File: src/rtl/clmul_pkg.sv
// Shared types, constants and result-width helper for the carry-less multiply sequencer.
// CLMUL_SEQ_REDUCE_EN selects the reduced (W-bit) result width in res_w().
package clmul_pkg;

    typedef enum logic [1:0] {
        IDLE,
        RUN,
        RED,
        DONE
    } state_t;

    localparam int BYTE_W = 8;
    localparam int PP_W   = 2 * BYTE_W - 1;

    function automatic int res_w(input int nbytes);
`ifdef CLMUL_SEQ_REDUCE_EN
        return BYTE_W * nbytes;
`else
        return 2 * BYTE_W * nbytes - 1;
`endif
    endfunction

endpackage

File: src/rtl/clmul8.sv
// Combinational 8x8 carry-less (GF(2)[x]) multiplier producing a 15-bit product.
module clmul8
    import clmul_pkg::*;
(
    input  logic [BYTE_W-1:0] a_i,
    input  logic [BYTE_W-1:0] b_i,
    output logic [PP_W-1:0]   p_o
);

    always_comb begin
        // NOTE: assign a default before any conditional update so no path leaves p_o unassigned (no latch).
        p_o = '0;
        for (int k = 0; k < BYTE_W; k++) begin
            if (b_i[k]) begin
                p_o = p_o ^ (PP_W'(a_i) << k);
            end
        end
    end

endmodule

File: src/rtl/clmul_seq_ctrl.sv
// Byte-serial wide carry-less multiplier reusing one clmul8 across NBYTES^2 cycles.
// Define CLMUL_SEQ_REDUCE_EN to add bit-serial reduction mod POLY and a W-bit result.
module clmul_seq_ctrl
    import clmul_pkg::*;
#(
    parameter int                     NBYTES = 2,
    parameter logic [BYTE_W*NBYTES:0] POLY   = 17'h1002B
) (
    input  logic                          clk,
    input  logic                          rst_n,
    input  logic                          in_valid,
    output logic                          in_ready,
    input  logic [BYTE_W*NBYTES-1:0]      in_a,
    input  logic [BYTE_W*NBYTES-1:0]      in_b,
    output logic                          out_valid,
    input  logic                          out_ready,
    output logic [res_w(NBYTES)-1:0]      out_res
);

    localparam int W     = BYTE_W * NBYTES;
    localparam int ACC_W = 2 * W - 1;
    localparam int RES_W = res_w(NBYTES);
    localparam int CNT_W = 3;

    localparam logic [CNT_W-1:0] LAST_IDX = CNT_W'(NBYTES - 1);

    if (NBYTES < 1 || NBYTES > 8) begin : g_bad_nbytes
        $error("clmul_seq_ctrl: NBYTES must be in 1..8");
    end
    if (POLY[W] != 1'b1) begin : g_bad_poly
        $error("clmul_seq_ctrl: POLY must include the x^W term");
    end

    state_t             state_q, state_d;
    logic [W-1:0]       a_q, a_d;
    logic [W-1:0]       b_q, b_d;
    logic [ACC_W-1:0]   acc_q, acc_d;
    logic [CNT_W-1:0]   i_q, i_d;
    logic [CNT_W-1:0]   j_q, j_d;

`ifdef CLMUL_SEQ_REDUCE_EN
    localparam int K_W = $clog2(ACC_W);
    logic [K_W-1:0]     k_q, k_d;
`endif

    logic [BYTE_W-1:0]  a_byte;
    logic [BYTE_W-1:0]  b_byte;
    logic [PP_W-1:0]    pp;
    logic [ACC_W-1:0]   pp_shifted;

    assign a_byte = a_q[BYTE_W*i_q +: BYTE_W];
    assign b_byte = b_q[BYTE_W*j_q +: BYTE_W];

    clmul8 u_clmul8 (
        .a_i (a_byte),
        .b_i (b_byte),
        .p_o (pp)
    );

    // Byte offsets i+j never exceed 2*(NBYTES-1), so the shifted product fits in 2W-1 bits.
    assign pp_shifted = ACC_W'(pp) << (BYTE_W * (int'(i_q) + int'(j_q)));

    always_comb begin
        state_d = state_q;
        a_d     = a_q;
        b_d     = b_q;
        acc_d   = acc_q;
        i_d     = i_q;
        j_d     = j_q;
`ifdef CLMUL_SEQ_REDUCE_EN
        k_d     = k_q;
`endif
        unique case (state_q)
            IDLE: begin
                if (in_valid) begin
                    a_d     = in_a;
                    b_d     = in_b;
                    acc_d   = '0;
                    i_d     = '0;
                    j_d     = '0;
                    state_d = RUN;
                end
            end
            RUN: begin
                acc_d = acc_q ^ pp_shifted;
                if (j_q == LAST_IDX) begin
                    j_d = '0;
                    if (i_q == LAST_IDX) begin
                        i_d = '0;
`ifdef CLMUL_SEQ_REDUCE_EN
                        k_d     = K_W'(ACC_W - 1);
                        state_d = RED;
`else
                        state_d = DONE;
`endif
                    end else begin
                        i_d = i_q + 1'b1;
                    end
                end else begin
                    j_d = j_q + 1'b1;
                end
            end
`ifdef CLMUL_SEQ_REDUCE_EN
            RED: begin
                // Clearing bit k with POLY aligned so its x^W term lands on k.
                if (acc_q[k_q]) begin
                    acc_d = acc_q ^ (ACC_W'(POLY) << (int'(k_q) - W));
                end
                if (k_q == K_W'(W)) begin
                    state_d = DONE;
                end else begin
                    k_d = k_q - 1'b1;
                end
            end
`endif
            DONE: begin
                if (out_ready) begin
                    state_d = IDLE;
                end
            end
            default: begin
                state_d = IDLE;
            end
        endcase
    end

    always_ff @(posedge clk or negedge rst_n) begin
        if (!rst_n) begin
            state_q <= IDLE;
            a_q     <= '0;
            b_q     <= '0;
            acc_q   <= '0;
            i_q     <= '0;
            j_q     <= '0;
`ifdef CLMUL_SEQ_REDUCE_EN
            k_q     <= '0;
`endif
        end else begin
            // NOTE: non-blocking updates so every register samples the same pre-edge values.
            state_q <= state_d;
            a_q     <= a_d;
            b_q     <= b_d;
            acc_q   <= acc_d;
            i_q     <= i_d;
            j_q     <= j_d;
`ifdef CLMUL_SEQ_REDUCE_EN
            k_q     <= k_d;
`endif
        end
    end

    assign in_ready  = (state_q == IDLE);
    assign out_valid = (state_q == DONE);
    assign out_res   = acc_q[RES_W-1:0];

endmodule

File: config.mk
export PLATFORM = sky130hd
export DESIGN_NAME = clmul_seq_ctrl
export DESIGN_NICKNAME = d
export VERILOG_FILES = /design/src/rtl/clmul_pkg.sv /design/src/rtl/clmul8.sv /design/src/rtl/clmul_seq_ctrl.sv
export SDC_FILE = /design/constraint.sdc
export NUM_CORES = 1
export LEC_CHECK = 0
export CORE_MARGIN = 2
export CORE_UTILIZATION = 59
export DETAILED_ROUTE_END_ITERATION = 12
export GPL_ROUTABILITY_DRIVEN = 0
export GPL_TIMING_DRIVEN = 0
export PLACE_DENSITY = 0.85
export SYNTH_ARGS = -nofsm -noshare
export SYNTH_HDL_FRONTEND = slang
export SYNTH_HIERARCHICAL = 1
export SYNTH_SLANG_ARGS = --single-unit
File: constraint.sdc
create_clock -name clk -period 6.41 [get_ports clk]
set_clock_uncertainty 0.15 [all_clocks]
set_input_delay 1.923 -clock clk [delete_from_list [all_inputs] [get_ports clk]]
set_output_delay 1.923 -clock clk [all_outputs]
set_load 0.005 [all_outputs]
# After elaboration in Yosys (flattened, before gate mapping)
# Index checks and enable logic that the tools add are counted.
[totals]
regBits = 71
in_bits = 36
[classes]
n_eq_ne = 8
bitwise_logic = 8
n_shift = 3
reduce_logical = 6
add_sub_neg = 3
muxes = 21
[ops]
columns = ["cell", "count"]
rows = [
  ["2-to-1 mux 15 bit", 7],
  ["case mux 31 bit (2 select lines)", 1],
  ["indexed part select 16 x 7 -> 8 bit", 2],
  ["2-to-1 mux 31 bit", 1],
  ["left shift 15 x 7 -> 31 bit", 1],
  ["XOR 31 bit", 1],
  ["XOR 15 x 10 -> 15 bit", 1],
  ["XOR 15 x 11 -> 15 bit", 1],
  ["XOR 15 x 12 -> 15 bit", 1],
  ["XOR 15 x 13 -> 15 bit", 1],
  ["XOR 15 x 14 -> 15 bit", 1],
  ["XOR 15 bit", 1],
  ["XOR 15 x 9 -> 15 bit", 1],
  ["2-to-1 mux 3 bit", 4],
  ["case mux 3 bit (2 select lines)", 2],
  ["2-to-1 mux 2 bit", 4],
  ["2-to-1 mux 8 bit", 1],
  ["adder 3 x 1 -> 3 bit, second input constant", 2],
  ["== test 3 x 1 -> 1 bit, second input constant", 2],
  ["!= test 2 bit, second input constant", 3],
  ["case mux 2 bit (3 select lines)", 1],
  ["adder 3 x 3 -> 4 bit", 1],
  ["AND reduction 2 bit", 2],
  ["AND reduction 4 bit", 1],
  ["other kinds (6)", 6],
]

# Depth between registers and ports, before layout
[depth]
depth_word = 19
ltp_mapped = 13

# Modules after synthesis
# Netlist, hierarchy kept.
[by_module_without_submodules]
columns = ["mod", "area_per_inst_um2", "cells_per_inst", "n_inst"]
rows = [
  ["clmul_seq_ctrl", 3682.3, 407, 1],
  ["clmul8", 748.2, 126, 1],
]

# Least setup slack after synthesis
# No wires, ideal clock.
[synth_timing]
path_kind = "input port to flip-flop"
startpoint = "input port in_valid"
endpoint = "register acc_q[0], in the netlist out_res[0]"
setup_time_ns = 0.140
n_path_buf = 2
required_time_ns = 6.120
path_stages = 5
arrival_ns = 2.848
slack_ns = 3.272
cell_sequence = "or3b_1 clkbuf_1 clkbuf_1 o211ai_1 o41ai_1"
[synth_via]
elab_chain_len = 2
[synth_lines]
columns = ["item", "line", "rtl"]
rows = [
  ["start, declared", "clmul_seq_ctrl.sv:11", "input logic in_valid,"],
  ["!= test 2 bit (no source line)", "n/a", ""],
  ["AND reduction 2 bit (no source line)", "n/a", ""],
  ["end signal, assigned", "clmul_seq_ctrl.sv:132", "acc_q <= '0;"],
  ["end signal, assigned", "clmul_seq_ctrl.sv:143", "acc_q <= acc_d;"],
  ["end, declared", "clmul_seq_ctrl.sv:37", "logic [ACC_W-1:0] acc_q, acc_d;"],
]
# No other way between the ends.
# A chain may end at the register's enable or synchronous reset.

# Worst setup path in the final report
[layout_timing]
startpoint = "input port in_valid"
endpoint = "register acc_q[1], in the netlist out_res[1]"
# Same word-level chain as after synthesis.

==> out/metrics.cfg <==
[setup_path]
path_cells = clkdlybuf4s50_1 -> or3b_1 -> clkbuf_1 -> clkbuf_1 -> o211ai_1 -> o41ai_1
worstPathRequired_ps = 6480
arrival_ps = 3840
startpoint = in_valid
setup.worst_path.end_class = flop
cp-start-kind = input port
reg2regPathDepth = 12
crit_slowest_cell = clkdlybuf4s50_1
path_class = input port to flop
rrSetupSlack_ps = 2770
cp_max_fo = 10
r2r-end = out_res[23]$_DFFE_PN0P_
max_stage_delay_ps = 480
r2r-start = i_q[0]$_DFFE_PN0P_
cpMostUsedCell = clkbuf_1

[min_path]
worstHoldStart = a_q[5]$_DFFE_PN0P_
worstHoldPathType = flop to flop
whs_path_depth = 2
min_to = a_q[5]$_DFFE_PN0P_

[timing]
slew_headroom = 0.4176
fmax_mhz = 265.5
worstMarginPinSlew_ps = 873.6
period_needed_ps = 3767
hold_viol_final = 0
setup_tns_ps = 0
period_share = 0.5877
rsz0062_at_grt = no
setup_viol = 0
slew_viol_final = 0

[place]
port_buffers = 68
dp_cells = 700
place_hpwl_um = 8397

[finish]
num_antenna_cells = 0
final_common_cell = nand2_1
fin_cells = 715
drive_gt1_frac = 0.07305
synthToLayoutAreaGrowth_pct = 22.14
layout_common_cells = 182 x nand2_1, 71 x dfrtp_1, 67 x clkdlybuf4s50_1, 36 x xnor2_1, 25 x nor2_1
nNetsFinal = 652

[logic_synthesis]
syn_area_per_cell_um2 = 8.312
syn_inst = 533
synth_edf_count = 0
ys_ff_latch = 71
syn_area_um2 = 4430
yosysWarnings = 6
ys_seq_area_frac = 0.4010
synth_cell_type_count = 48
synth_fp_nets = 573
async_reset_ff_frac = 1.000
synthFlopType = dfrtp_1

[routing]
viasPerCell = 5.810
wl_met1_um = 4816
drc = 0
wl_met3_um = 817
vias = 4154
routedWlPerCell_um = 16.14
ant_nets = 0
wl_met2_um = 5574
drt_first_pass_iters = 5
drtIter0Drc = 354
top_layer_used = met4
wirelength_um = 11540

[cts]
clock-root-buffer = clkbuf_8
ctsResizeCount = 0
clockBufferDepth = 2
htreeDepth = 3
cts_sinks = 71
numCtsBuffers = 9
cts_tree = built
clkTransAtPathRegs_ps = 70
cts_setup_buffers = 0
hold_buffers = 0
clk_latency_ps = 350

[floorplanning]
initial_utilization = 0.6108
fp.coreArea_um2 = 7253
die_h_um = 90.66
io_pins = 69
die_w_um = 90.66
dieArea_um2 = 8218
fp-row-count = 31

[global_routing]
antenna_found_initial = 0
grt_pass1_vias = 4056
track_usage = 0.2876
grt_max_degree = 72
grt_pass1_wl_um = 19010
overflow = 0

[run_status]
outcome = finished, final reports clean

[run]
max-cap-violations = 0

metal layers:
metal	vias up	GRT usage
met5	-	0
li1	1955	-
met1	1954	0.3577
met2	212	0.4795
met3	33	0.05593
met4	0	0.1410
per-stage QoR:
step / setup slack (ps) / hold WS (ps) / util / area (um2)
2_1_floorplan: 3272 / 295.0 / - / 4431
3_3_place_gp: 975.9 / 307.3 / 0.7218 / 5235
3_5_place_dp: 2363 / 311.3 / 0.7214 / 5233
4_1_cts: 2722 / 329.6 / 0.7461 / 5411
5_1_grt: 2530 / 350.2 / 0.7461 / 5411
6_report: 2643 / 329.2 / 0.7461 / 5411
layout make-up:
| type | count | area, um2 |
|---|---|---|
| Multi-Input combinational cell | 409 | 2420 |
| Fill cell | 572 | 1842 |
| Sequential cell | 71 | 1777 |
| Timing Repair Buffer | 68 | 678.2 |
| Buffer | 42 | 192.7 |
| Clock buffer | 11 | 131.4 |
| Tap cell | 99 | 123.9 |
| Clock inverter | 4 | 47.55 |
| Inverter | 11 | 41.29 |
cell families (layout without fill, tap and decap cells):
kind of cell	Yosys count	count (layout)	synth area share
buffers and inverters	53	136	0.05281
adder cells (fa/ha/maj)	4	4	0.01299
AND/OR/NAND/NOR	266	266	0.2635
flip-flops	71	71	0.4010
AO/OA/AOI/OAI	65	65	0.1152
multiplexers	23	23	0.05196
XOR/XNOR	51	51	0.1025
worst max-delay path: cells and delay by family:
| family | cells | cell delay [ps] |
|---|---|---|
| buffers and inverters | 3 | 1410 |
| AOI/OAI and AO/OA | 2 | 290 |
| and+or+nand+nor | 1 | 220 |
state kept, by name (all words and copies together), names as in the netlist:
name,flops
a_q,16
i_q,3
j_q,3
out_res,31
state_q,2
b_q,16
synth_stat cells, types with 2 or more instances:
library cell	n	area, um2
xor2_1	14	122.6
nor2_1	25	93.84
nor2b_1	2	12.51
a21oi_1	3	15.01
mux2i_1	23	230.2
a22oi_1	6	45.04
inv_1	10	37.54
o21ai_0	3	15.01
or2_2	2	12.51
nand2b_1	6	37.54
o41ai_1	6	52.55
nand2_1	182	683.2
o211ai_1	18	135.1
buf_2	21	105.1
clkbuf_1	18	67.56
o31ai_1	6	45.04
xnor2_1	36	315.3
or4_1	9	67.56
dfrtp_1	71	1777
ha_1	3	37.54
o32ai_1	11	96.34
nor4_1	11	68.82
o311ai_0	2	17.52
and2_1	3	18.77
nand3_1	16	80.08
or3_1	4	25.02
worst max-delay path by stage:
stage,end,slack [ps],cells past startpoint
6_report,out_res[1]$_DFFE_PN0P_,2640,6
5_1_grt,out_res[23]$_DFFE_PN0P_,2530,12
4_1_cts,out_res[1]$_DFFE_PN0P_,2720,6
3_5_place_dp,out_res[1]$_DFFE_PN0P_,2360,6
3_3_place_gp,a_q[0]$_DFFE_PN0P_,980,1
2_1_floorplan,out_res[0]$_DFFE_PN0P_,3270,5
Power is left out: the tool's default activity adds up to more than one toggle a clock period on the data nets, which glitch-free logic cannot reach.
